<file path="config.mk">
export PLATFORM = sky130hd
export DESIGN_NAME = regfile_write_arbiter_flat
export DESIGN_NICKNAME = d
export VERILOG_FILES = /design/src/rtl/regfile_write_arbiter_if.sv /design/src/rtl/regfile_write_arbiter.sv /design/src/flat_wrapper.sv
export SDC_FILE = /design/constraint.sdc
export NUM_CORES = 1
export LEC_CHECK = 0
export ABC_AREA = 1
export CAP_MARGIN = 20
export CORE_MARGIN = 2
export CORE_UTILIZATION = 35
export CTS_CLUSTER_SIZE = 8
export DETAILED_ROUTE_END_ITERATION = 12
export PLACE_DENSITY = 0.82
export SLEW_MARGIN = 20
export SYNTH_ARGS = -nofsm -noshare
export SYNTH_HDL_FRONTEND = slang
export SYNTH_SLANG_ARGS = --single-unit
</file>
<file path="constraint.sdc">
create_clock -name clk -period 3.93 [get_ports clk]
set_input_delay 0.5895 -clock clk [delete_from_list [all_inputs] [get_ports clk]]
set_output_delay 0.5895 -clock clk [all_outputs]
set_load 0.05 [all_outputs]
</file>
<file path="src/rtl/regfile_write_arbiter_if.sv">
// Bundle for the two writeback requesters and the register-file write port.
// The arbiter connects through the slave modport; the environment driving the
// requesters and observing the write port uses the master modport.
interface regfile_write_arbiter_if #(
    parameter int DATA_WIDTH    = 32,
    parameter int NUM_REGISTERS = 32
);
    localparam int REGISTER_INDEXING_WIDTH = $clog2(NUM_REGISTERS);

    // Requester 0: in-order pipeline writeback path
    logic                               req0_done;
    logic                               req0_stall;
    logic [REGISTER_INDEXING_WIDTH-1:0] req0_register;
    logic [DATA_WIDTH-1:0]              req0_data;

    // Requester 1: long-latency unit (divider, load-miss return)
    logic                               req1_done;
    logic                               req1_stall;
    logic [REGISTER_INDEXING_WIDTH-1:0] req1_register;
    logic [DATA_WIDTH-1:0]              req1_data;

    // Registered register-file write port
    logic [REGISTER_INDEXING_WIDTH-1:0] write_register;
    logic [DATA_WIDTH-1:0]              write_data;
    logic                               write_activate;

    modport master (
        output req0_done, req0_register, req0_data,
        input  req0_stall,
        output req1_done, req1_register, req1_data,
        input  req1_stall,
        input  write_register, write_data, write_activate
    );

    modport slave (
        input  req0_done, req0_register, req0_data,
        output req0_stall,
        input  req1_done, req1_register, req1_data,
        output req1_stall,
        output write_register, write_data, write_activate
    );
endinterface

</file>
<file path="src/rtl/regfile_write_arbiter.sv">
// regfile_write_arbiter: shares the single register-file write port between the
// pipeline writeback path (requester 0) and a long-latency unit (requester 1).
// One grant per cycle, winning write registered onto the port, x0 writes dropped.
// Optional feature macro WB_ARB_ROUND_ROBIN_EN: when defined, contention is
// resolved round robin; when undefined, requester 0 has priority and requester 1
// is forced through after MAX_WAIT consecutive denials.
module regfile_write_arbiter #(
    parameter int DATA_WIDTH    = 32,
    parameter int NUM_REGISTERS = 32,
    parameter int MAX_WAIT      = 4
) (
    input  logic                   clk,
    input  logic                   rst,
    regfile_write_arbiter_if.slave bus
);
    localparam int REGISTER_INDEXING_WIDTH = $clog2(NUM_REGISTERS);

    // Elaboration-time guard: the starvation counter is only 4 bits wide
    if (MAX_WAIT < 1 || MAX_WAIT > 15) begin : g_bad_max_wait
        $error("regfile_write_arbiter: MAX_WAIT must be in 1..15");
    end

    logic grant0;
    logic grant1;
    logic transfer0;
    logic transfer1;

    logic [REGISTER_INDEXING_WIDTH-1:0] write_register_q;
    logic [REGISTER_INDEXING_WIDTH-1:0] write_register_d;
    logic [DATA_WIDTH-1:0]              write_data_q;
    logic [DATA_WIDTH-1:0]              write_data_d;
    logic                               write_activate_q;
    logic                               write_activate_d;

    // A requester moves only when granted; stall is forced high throughout reset
    assign bus.req0_stall = rst || !grant0;
    assign bus.req1_stall = rst || !grant1;
    assign transfer0      = bus.req0_done && !bus.req0_stall;
    assign transfer1      = bus.req1_done && !bus.req1_stall;

`ifdef WB_ARB_ROUND_ROBIN_EN
    // Index of the most recently granted requester; the other one wins ties
    logic rr_last_q;
    logic rr_last_d;

    // Round-robin grant: an uncontended requester always wins
    always_comb begin
        grant0 = bus.req0_done && (!bus.req1_done ||  rr_last_q);
        grant1 = bus.req1_done && (!bus.req0_done || !rr_last_q);
    end

    // Remember who moved last so the next contention goes the other way
    always_comb begin
        rr_last_d = rr_last_q;
        if (transfer0) begin
            rr_last_d = 1'b0;
        end else if (transfer1) begin
            rr_last_d = 1'b1;
        end
    end

    // Round-robin pointer register
    always_ff @(posedge clk or posedge rst) begin
        if (rst) begin
            rr_last_q <= 1'b0;
        end else begin
            rr_last_q <= rr_last_d;
        end
    end
`else
    localparam logic [3:0] WAIT_LIMIT = 4'(MAX_WAIT);

    // Consecutive cycles requester 1 has been denied while asking
    logic [3:0] wait_count_q;
    logic [3:0] wait_count_d;
    logic       force_req1;

    assign force_req1 = (wait_count_q >= WAIT_LIMIT);

    // Fixed priority to requester 0 until requester 1 has waited long enough
    always_comb begin
        grant0 = bus.req0_done && (!bus.req1_done || !force_req1);
        grant1 = bus.req1_done && (!bus.req0_done ||  force_req1);
    end

    // Starvation counter: count denials, saturate, clear on service or idle
    always_comb begin
        wait_count_d = wait_count_q;
        if (!bus.req1_done || transfer1) begin
            wait_count_d = 4'd0;
        end else if (wait_count_q != 4'hF) begin
            wait_count_d = wait_count_q + 4'd1;
        end
    end

    // Starvation counter register
    always_ff @(posedge clk or posedge rst) begin
        if (rst) begin
            wait_count_q <= 4'd0;
        end else begin
            wait_count_q <= wait_count_d;
        end
    end
`endif

    // Select the winning write; x0 is consumed but never activates the port
    always_comb begin
        write_register_d = write_register_q;
        write_data_d     = write_data_q;
        write_activate_d = 1'b0;
        if (transfer0) begin
            write_register_d = bus.req0_register;
            write_data_d     = bus.req0_data;
            write_activate_d = |bus.req0_register;
        end else if (transfer1) begin
            write_register_d = bus.req1_register;
            write_data_d     = bus.req1_data;
            write_activate_d = |bus.req1_register;
        end
    end

    // Write-port register; reset discards any in-flight write immediately
    always_ff @(posedge clk or posedge rst) begin
        if (rst) begin
            write_register_q <= '0;
            write_data_q     <= '0;
            write_activate_q <= 1'b0;
        end else begin
            write_register_q <= write_register_d;
            write_data_q     <= write_data_d;
            write_activate_q <= write_activate_d;
        end
    end

    assign bus.write_register = write_register_q;
    assign bus.write_data     = write_data_q;
    assign bus.write_activate = write_activate_q;
endmodule

</file>
<file path="src/flat_wrapper.sv">
// flat-port wrapper written by rule: the top's interface ports become plain ports
module regfile_write_arbiter_flat 
#(
    parameter int DATA_WIDTH    = 32,
    parameter int NUM_REGISTERS = 32,
    parameter int MAX_WAIT      = 4
)
  (clk, rst, bus_req0_done, bus_req0_register, bus_req0_data, bus_req0_stall, bus_req1_done, bus_req1_register, bus_req1_data, bus_req1_stall, bus_write_register, bus_write_data, bus_write_activate);
  regfile_write_arbiter_if #(.DATA_WIDTH(DATA_WIDTH), .NUM_REGISTERS(NUM_REGISTERS)) bus_i ();
  input  logic clk;
  input  logic rst;
  input wire logic [$bits(bus_i.req0_done)-1:0] bus_req0_done;
  input wire logic [$bits(bus_i.req0_register)-1:0] bus_req0_register;
  input wire logic [$bits(bus_i.req0_data)-1:0] bus_req0_data;
  output wire logic [$bits(bus_i.req0_stall)-1:0] bus_req0_stall;
  input wire logic [$bits(bus_i.req1_done)-1:0] bus_req1_done;
  input wire logic [$bits(bus_i.req1_register)-1:0] bus_req1_register;
  input wire logic [$bits(bus_i.req1_data)-1:0] bus_req1_data;
  output wire logic [$bits(bus_i.req1_stall)-1:0] bus_req1_stall;
  output wire logic [$bits(bus_i.write_register)-1:0] bus_write_register;
  output wire logic [$bits(bus_i.write_data)-1:0] bus_write_data;
  output wire logic [$bits(bus_i.write_activate)-1:0] bus_write_activate;
  assign bus_i.req0_done = bus_req0_done;
  assign bus_i.req0_register = bus_req0_register;
  assign bus_i.req0_data = bus_req0_data;
  assign bus_req0_stall = bus_i.req0_stall;
  assign bus_i.req1_done = bus_req1_done;
  assign bus_i.req1_register = bus_req1_register;
  assign bus_i.req1_data = bus_req1_data;
  assign bus_req1_stall = bus_i.req1_stall;
  assign bus_write_register = bus_i.write_register;
  assign bus_write_data = bus_i.write_data;
  assign bus_write_activate = bus_i.write_activate;
  regfile_write_arbiter #(.DATA_WIDTH(DATA_WIDTH), .NUM_REGISTERS(NUM_REGISTERS), .MAX_WAIT(MAX_WAIT)) u_core (.clk(clk), .rst(rst), .bus(bus_i));
endmodule
</file>
== After elaboration in Yosys (flattened, before gate mapping) ==
Index checks and enable logic that the tools add are counted.
Operators by class
  $add $sub $neg: 1
  multiplexer cells: 8
  eq/ne operators: 1
  order comparisons: 1
  reductions and logical operators: 20
Operators by type and width (count)
  two-way mux 32 bit: 2
  two-way mux 5 bit: 2
  OR reduction 5 bit: 2
  two-way mux 4 bit: 2
  logical NOT 1 bit: 7
  logical OR 1 bit: 5
  adder 4 x 1 -> 4 bit, second input constant: 1
  greater-or-equal comparator 4 x 3 -> 1 bit, second input constant: 1
  logical AND 1 bit: 4
  inequality test 4 bit, second input constant: 1
  nonzero test 2 bit: 2
  two-way mux 1 bit: 2
Storage, ports and cells
  word-level logic and storage cells: 35
  bits of input ports: 78
  output and inout bits: 40
  register bits after elaboration: 42

== Longest topological paths before layout ==
Gate-level depths: netlist of run 1.
  word-level depth: 9
  depth in mapped cells: 8
  mapped depth without buffers: 7

== Worst setup path after synthesis of run 1 ==
No wires, ideal clock.
  kind: input port to output port
  from: input rst
  to: output bus_req1_stall
  data arrival time: 2251 ps
  required time: 3340 ps
  slack: 1089 ps
  stages: 2
  path buffers: 0
  cell sequence: inv_1 -> nand3_1
Between the ends
  word-level cells in the longest chain between the ends: 1
RTL lines
  start, declared: RTL line flat_wrapper.sv:11  | input logic rst;
  logical OR 1 bit: RTL line regfile_write_arbiter.sv:37  | assign bus.req1_stall = rst || !grant1;
  end, declared: RTL line flat_wrapper.sv:19  | output wire logic [$bits(bus_i.req1_stall)-1:0] bus_req1_stall;
No other way between the ends.

== Worst setup path after layout of run 1 ==
  from: input bus_req0_done
  to: output bus_req1_stall
Between the ends
  word-level cells in the longest chain between the ends: 5
RTL lines
  start, declared: RTL line flat_wrapper.sv:12  | input wire logic [$bits(bus_i.req0_done)-1:0] bus_req0_done;
  logical NOT 1 bit: RTL line regfile_write_arbiter.sv:83  | grant1 = bus.req1_done && (!bus.req0_done || force_req1);
  logical OR 1 bit: RTL line regfile_write_arbiter.sv:83
  logical AND 1 bit: RTL line regfile_write_arbiter.sv:83
  logical NOT 1 bit: RTL line regfile_write_arbiter.sv:37
  logical OR 1 bit: RTL line regfile_write_arbiter.sv:37
No other way between the ends.

==> results of run 1 <==
==> final cells by class <==
| cell class | instances | area share |
|---|---|---|
| Timing Repair Buffer | 120 | 0.3287 |
| Sequential cell | 42 | 0.2901 |
| Multi-Input combinational cell | 210 | 0.2849 |
| Inverter | 46 | 0.04765 |
| Tap cell | 80 | 0.02762 |
| Clock buffer | 7 | 0.02106 |
==> per-layer routing <==
metal  up-vias  routed length (um)  track usage
met5         -                   0            0
met4         0                  33      0.04119
met3         4                 385      0.04476
met2        82                3206       0.3238
met1      1087                2838       0.2319
li1       1201                   -            -
==> metrics by stage <==
step / util / std cells / hold slack, ns
after floorplan: - / 317 / 0.5529
after global placement: 0.5309 / 498 / 0.4636
after detailed placement: 0.5309 / 498 / 0.4678
after CTS: 0.5423 / 505 / 0.4877
after global routing: 0.5423 / 505 / 0.5098
final: 0.5423 / 505 / 0.4824
==> sequential cells by signal (all words and copies together) (netlist names) <==
| name | cells |
|---|---|
| u_core.bus.write_data | 32 |
| u_core.bus.write_activate | 1 |
| u_core.bus.write_register | 5 |
| u_core.wait_count_q | 4 |
==> logic make-up (layout without fill, tap and decap cells) <==
family | after synthesis | count (layout) | synth area share
and+or+nand+nor | 199 | 199 | 0.3933
buffers and inverters | 65 | 173 | 0.1302
DFF | 42 | 42 | 0.4428
AOI/OAI and AO/OA | 7 | 7 | 0.01739
xor gates and xnor gates | 3 | 3 | 0.01107
adders and majority gates | 1 | 1 | 0.005271
==> synthesized netlist by cell type <==
master    count  area (um2)
ha_1          1       12.51
xnor2_1       2       17.52
a21oi_1       3       15.01
nor2_1        1       3.750
buf_6         5       56.30
dfrtp_1      42        1051
nand3_1      45       225.2
o21ai_2       1       8.760
nand4_1       3       18.77
buf_4         4       30.03
nand3b_1     32       240.2
o21ai_0       1       5.000
nand2_1     117       439.2
nor2_2        1       6.260
xor2_1        1       8.760
inv_2         1       3.750
buf_2        10       50.05
inv_1        45       168.9
o21ai_1       1       5.000
o21bai_1      1       7.510
==> tightest hold or removal path, stage by stage, from the launching register on <==
cell and delay, ns:
dfrtp_1 0.35, nand2_1 0.05, nand2_1 0.05
==> path summary, 6_finish.rpt <==
path | depth (start not counted) | end | from
hold / removal | 2 | u_core.bus.write_data[30] | u_core.bus.write_data[30]
min in group asynchronous | 3 | u_core.wait_count_q[0] | rst
hold reg to reg | 2 | u_core.bus.write_data[30] | u_core.bus.write_data[30]
setup reg to reg | 7 | u_core.bus.write_register[1] | u_core.wait_count_q[3]
setup / recovery | 4 | bus_req1_stall | bus_req0_done
max in group asynchronous | 3 | u_core.bus.write_data[7] | rst
==> power by group <==
part	internal [uW]	leakage [uW]	switching, uW
Combinational	210	0.00125	328
Sequential	489	0.000516	35.5
Clock	122	0.0000383	131
==> impl_metrics.env, run 1 <==
export IMPL_yosysUniqueCellTypes=20
export IMPL_grt_usage=0.1851
export IMPL_syn_area_um2=2374
export IMPL_htree_levels=2
export IMPL_drt_antenna_violating_nets=0
export IMPL_worst_pin_slew_ns=0.9492
export IMPL_timing_setup_tns_ns=0
export IMPL_syn_area_per_cell_um2=7.487
export IMPL_clock_sinks=42
export IMPL_relSlewSlack=0.3648
export IMPL_grt_pass1_vias=2391
export IMPL_area_growth_syn_to_layout_pct=52.66
export IMPL_multi_input_area_um2=1032
export IMPL_p_per_area_nw_per_um2=362.9
export IMPL_finalClockSkew_ns=0.005301
export IMPL_post_cts_resized=0
export IMPL_min_period_ns=2.798
export IMPL_cts_root_buffer="clkbuf_8"
export IMPL_cpPeakStageDelay_ns=0.82
export IMPL_slew_viol_final=0
export IMPL_syn_inst=317
export IMPL_leakage_uw=0.001801
export IMPL_place_ws_ns=0.9287
export IMPL_overflow=0
export IMPL_final_common_cell="nand2_1"
export IMPL_path_clk_slew_ns=0.07
export IMPL_status="finished clean"
export IMPL_cap_viol_max_count=0
export IMPL_numCtsBuffers=5
export IMPL_reg2reg_slack_ns=1.71
export IMPL_die_h_um=86.35
export IMPL_gp_congestion=0.7724
export IMPL_final_cell_mix="nand2_1 (117), clkdlybuf4s50_1 (116), nand3_1 (45)"
export IMPL_vias_per_cell=4.701
export IMPL_core_um2=6681
export IMPL_synth_seq_cells=42
export IMPL_cp_start_kind="input port"
export IMPL_place_port_buffers=117
export IMPL_hp_class="flip-flop to flip-flop"
export IMPL_cp_end_kind="output port"
export IMPL_cp_top_family="buffers and inverters"
export IMPL_dpl_instance_area_um2=3547
export IMPL_fillers=638
export IMPL_initial_core_util=0.3552
export IMPL_cts_setup_buffers=0
export IMPL_hold_buffers=0
export IMPL_grt_max_degree=44
export IMPL_drt_first_pass_iters=4
export IMPL_path_cells="clkdlybuf4s50_1 -> nand3_1 -> nand3_1 -> clkdlybuf4s50_1"
export IMPL_seq_area_frac_synth=0.4428
export IMPL_max_freq_mhz=357.4
export IMPL_grt_pass1_wl_mm=11.09
export IMPL_antenna_cells=0
export IMPL_rows=30
export IMPL_critPathKind="input port to output port"
export IMPL_fin_ws_ns=1.132
export IMPL_dieWidth_um=86.35
export IMPL_wl_mm=6.463
export IMPL_required_ns=3.34
export IMPL_io_pins=118
export IMPL_dr_total_vias=2374
export IMPL_dpl_hpwl_mm=4.588
export IMPL_crit_slowest_cell="clkdlybuf4s50_1"
export IMPL_layout_drive_gt1_share=0.03294
export IMPL_drc=0
export IMPL_cts_tree="done"
export IMPL_clk_insertion_delay_late_ns=0.28
export IMPL_path_max_fanout=3
export IMPL_cts_buffer_depth=2
export IMPL_ys_warn_count=0
export IMPL_cp_arrival_ns=2.21
export IMPL_rsz0062_at_grt="false"
export IMPL_path_buf_inv=2
export IMPL_peakVddDrop_uv=169.0
export IMPL_syn_nets=396
export IMPL_drtIter0Drc=151
export IMPL_die_area_um2=7456
export IMPL_post_drt_wl_per_cell_um=12.80
export IMPL_regArea_um2=1051
export IMPL_setup_viol=0
export IMPL_final_hold_violation_count=0
export IMPL_fin_total_pwr_uw=1315
export IMPL_fin_crit_sh=0.7120
export IMPL_antenna_found_initial=0
export IMPL_final_area_um2=3623
export IMPL_layout_nets=504
Power figures use the tool's default switching activity.
==> run 2, diff against run 1 <==
--- a/config.mk
+++ b/config.mk
@@ -11,7 +11,7 @@
 export CORE_UTILIZATION = 35
 export CTS_CLUSTER_SIZE = 8
 export DETAILED_ROUTE_END_ITERATION = 12
-export PLACE_DENSITY = 0.82
+export PLACE_DENSITY = 0.85
 export SLEW_MARGIN = 20
 export SYNTH_ARGS = -nofsm -noshare
 export SYNTH_HDL_FRONTEND = slang
==> constraint.sdc (replaced) <==
create_clock -name clk -period 2.55 [get_ports clk]
set_input_delay 0.3825 -clock clk [delete_from_list [all_inputs] [get_ports clk]]
set_output_delay 0.3825 -clock clk [all_outputs]
set_load 0.05 [all_outputs]
==> impl_metrics.env, run 2 (synthesized netlist as in run 1, its figures left out) <==
export IMPL_status="finished clean"
export IMPL_place_port_buffers=117
export IMPL_initial_core_util=0.3552
export IMPL_area_growth_syn_to_layout_pct=54.61
export IMPL_cp_arrival_ns=1.49
export IMPL_overflow=0
export IMPL_cts_tree="done"
export IMPL_drt_first_pass_iters=4
export IMPL_layout_drive_gt1_share=0.04895
export IMPL_min_period_ns=1.873
export IMPL_leakage_uw=0.001830
export IMPL_dpl_hpwl_mm=4.693
export IMPL_drc=0
export IMPL_antenna_found_initial=0
export IMPL_relSlewSlack=0.5639
export IMPL_io_pins=118
export IMPL_hp_class="flip-flop to flip-flop"
export IMPL_slew_viol_final=0
export IMPL_wl_mm=6.406
export IMPL_grt_pass1_vias=2394
export IMPL_place_ws_ns=0.6514
export IMPL_htree_levels=2
export IMPL_drt_antenna_violating_nets=0
export IMPL_path_max_fanout=3
export IMPL_die_h_um=86.35
export IMPL_numCtsBuffers=5
export IMPL_hold_buffers=0
export IMPL_cp_start_kind="input port"
export IMPL_grtUsageMet3=0.05048
export IMPL_dr_total_vias=2428
export IMPL_antenna_cells=0
export IMPL_post_cts_resized=0
export IMPL_grt_use_met1=0.2188
export IMPL_p_per_area_nw_per_um2=559.5
export IMPL_use_met2=0.3014
export IMPL_reg2reg_slack_ns=1.09
export IMPL_largest_reg_flops=32
export IMPL_required_ns=2.17
export IMPL_setup_viol=0
export IMPL_critPathKind="input port to output port"
export IMPL_clk_insertion_delay_late_ns=0.28
export IMPL_post_drt_wl_per_cell_um=12.59
export IMPL_fin_ws_ns=0.6767
export IMPL_cts_buffer_depth=2
export IMPL_layout_nets=509
export IMPL_dieWidth_um=86.35
export IMPL_grt_pass1_wl_mm=10.67
export IMPL_cts_root_buffer="clkbuf_8"
export IMPL_drtIter0Drc=95
export IMPL_timing_setup_tns_ns=0
export IMPL_worst_pin_slew_ns=0.6532
export IMPL_finalClockSkew_ns=0.001658
export IMPL_final_common_cell="nand2_1"
export IMPL_cts_setup_buffers=0
export IMPL_grt_usage=0.1768
export IMPL_final_hold_violation_count=0
export IMPL_cap_viol_max_count=0
export IMPL_vias_per_cell=4.770
export IMPL_grt_max_degree=38
export IMPL_fin_worst_hold_slack_ns=0.4766
export IMPL_max_freq_mhz=533.8
export IMPL_fin_crit_sh=0.7346
export IMPL_rsz0062_at_grt="false"
export IMPL_grt_busiest_layer="met2"
export IMPL_final_cell_mix="nand2_1 (117), clkdlybuf4s50_1 (115), nand3_1 (45)"
export IMPL_path_clk_slew_ns=0.07
export IMPL_peakVddDrop_uv=214.0
export IMPL_clock_sinks=42
export IMPL_gp_congestion=0.7768
export IMPL_cp_end_kind="output port"
export IMPL_core_um2=6681
export IMPL_rows=30
export IMPL_die_area_um2=7456
-- run 2: path summary, 6_finish.rpt --
| kind | start | to | depth (start not counted) |
|---|---|---|---|
| max in group asynchronous | rst | u_core.bus.write_data[18] | 3 |
| max reg2reg | u_core.wait_count_q[3] | u_core.bus.write_data[9] | 5 |
| max | bus_req0_done | bus_req0_stall | 5 |
| min in group asynchronous | rst | u_core.bus.write_register[1] | 3 |
| min | u_core.bus.write_data[25] | u_core.bus.write_data[25] | 2 |
| min reg2reg | u_core.bus.write_data[25] | u_core.bus.write_data[25] | 2 |
-- run 2: critical path, stage by stage --
cell	delay [ns]
clkdlybuf4s50_1	0.55
inv_1	0.10
nor2_4	0.10
nand2_1	0.13
buf_4	0.22
-- run 2: metal layers --
layer,vias to the layer above,share of wire
li1,1204,-
met1,1106,0.42
met2,105,0.48
met3,13,0.077
met4,0,0.017
met5,-,0
-- run 2: where the power goes --
| part | total (uW) | internal (uW) | switching [uW] |
|---|---|---|---|
| Sequential | 805 | 753 | 51.4 |
| Clock | 413 | 209 | 205 |
| Combinational | 835 | 328 | 507 |
| Total | 2050 | 1290 | 763 |
-- run 2: cell type report --
type	instances	area, um2
clock buffer	6	82.58
timing repair buffer	125	1226
tap	80	100.1
multi-input combinational	210	1037
inverter	46	172.7
sequential	42	1051
fill	631	3012
-- run 2: through the flow --
step / power (uW) / instance area [um2] / util / cells
after floorplan: 1312 / 2374 / - / 317
after global placement: 1643 / 3587 / 0.5369 / 503
after detailed placement: 1655 / 3587 / 0.5369 / 503
after CTS: 2077 / 3670 / 0.5493 / 509
after global routing: 2170 / 3670 / 0.5493 / 509
final: 2053 / 3670 / 0.5493 / 509
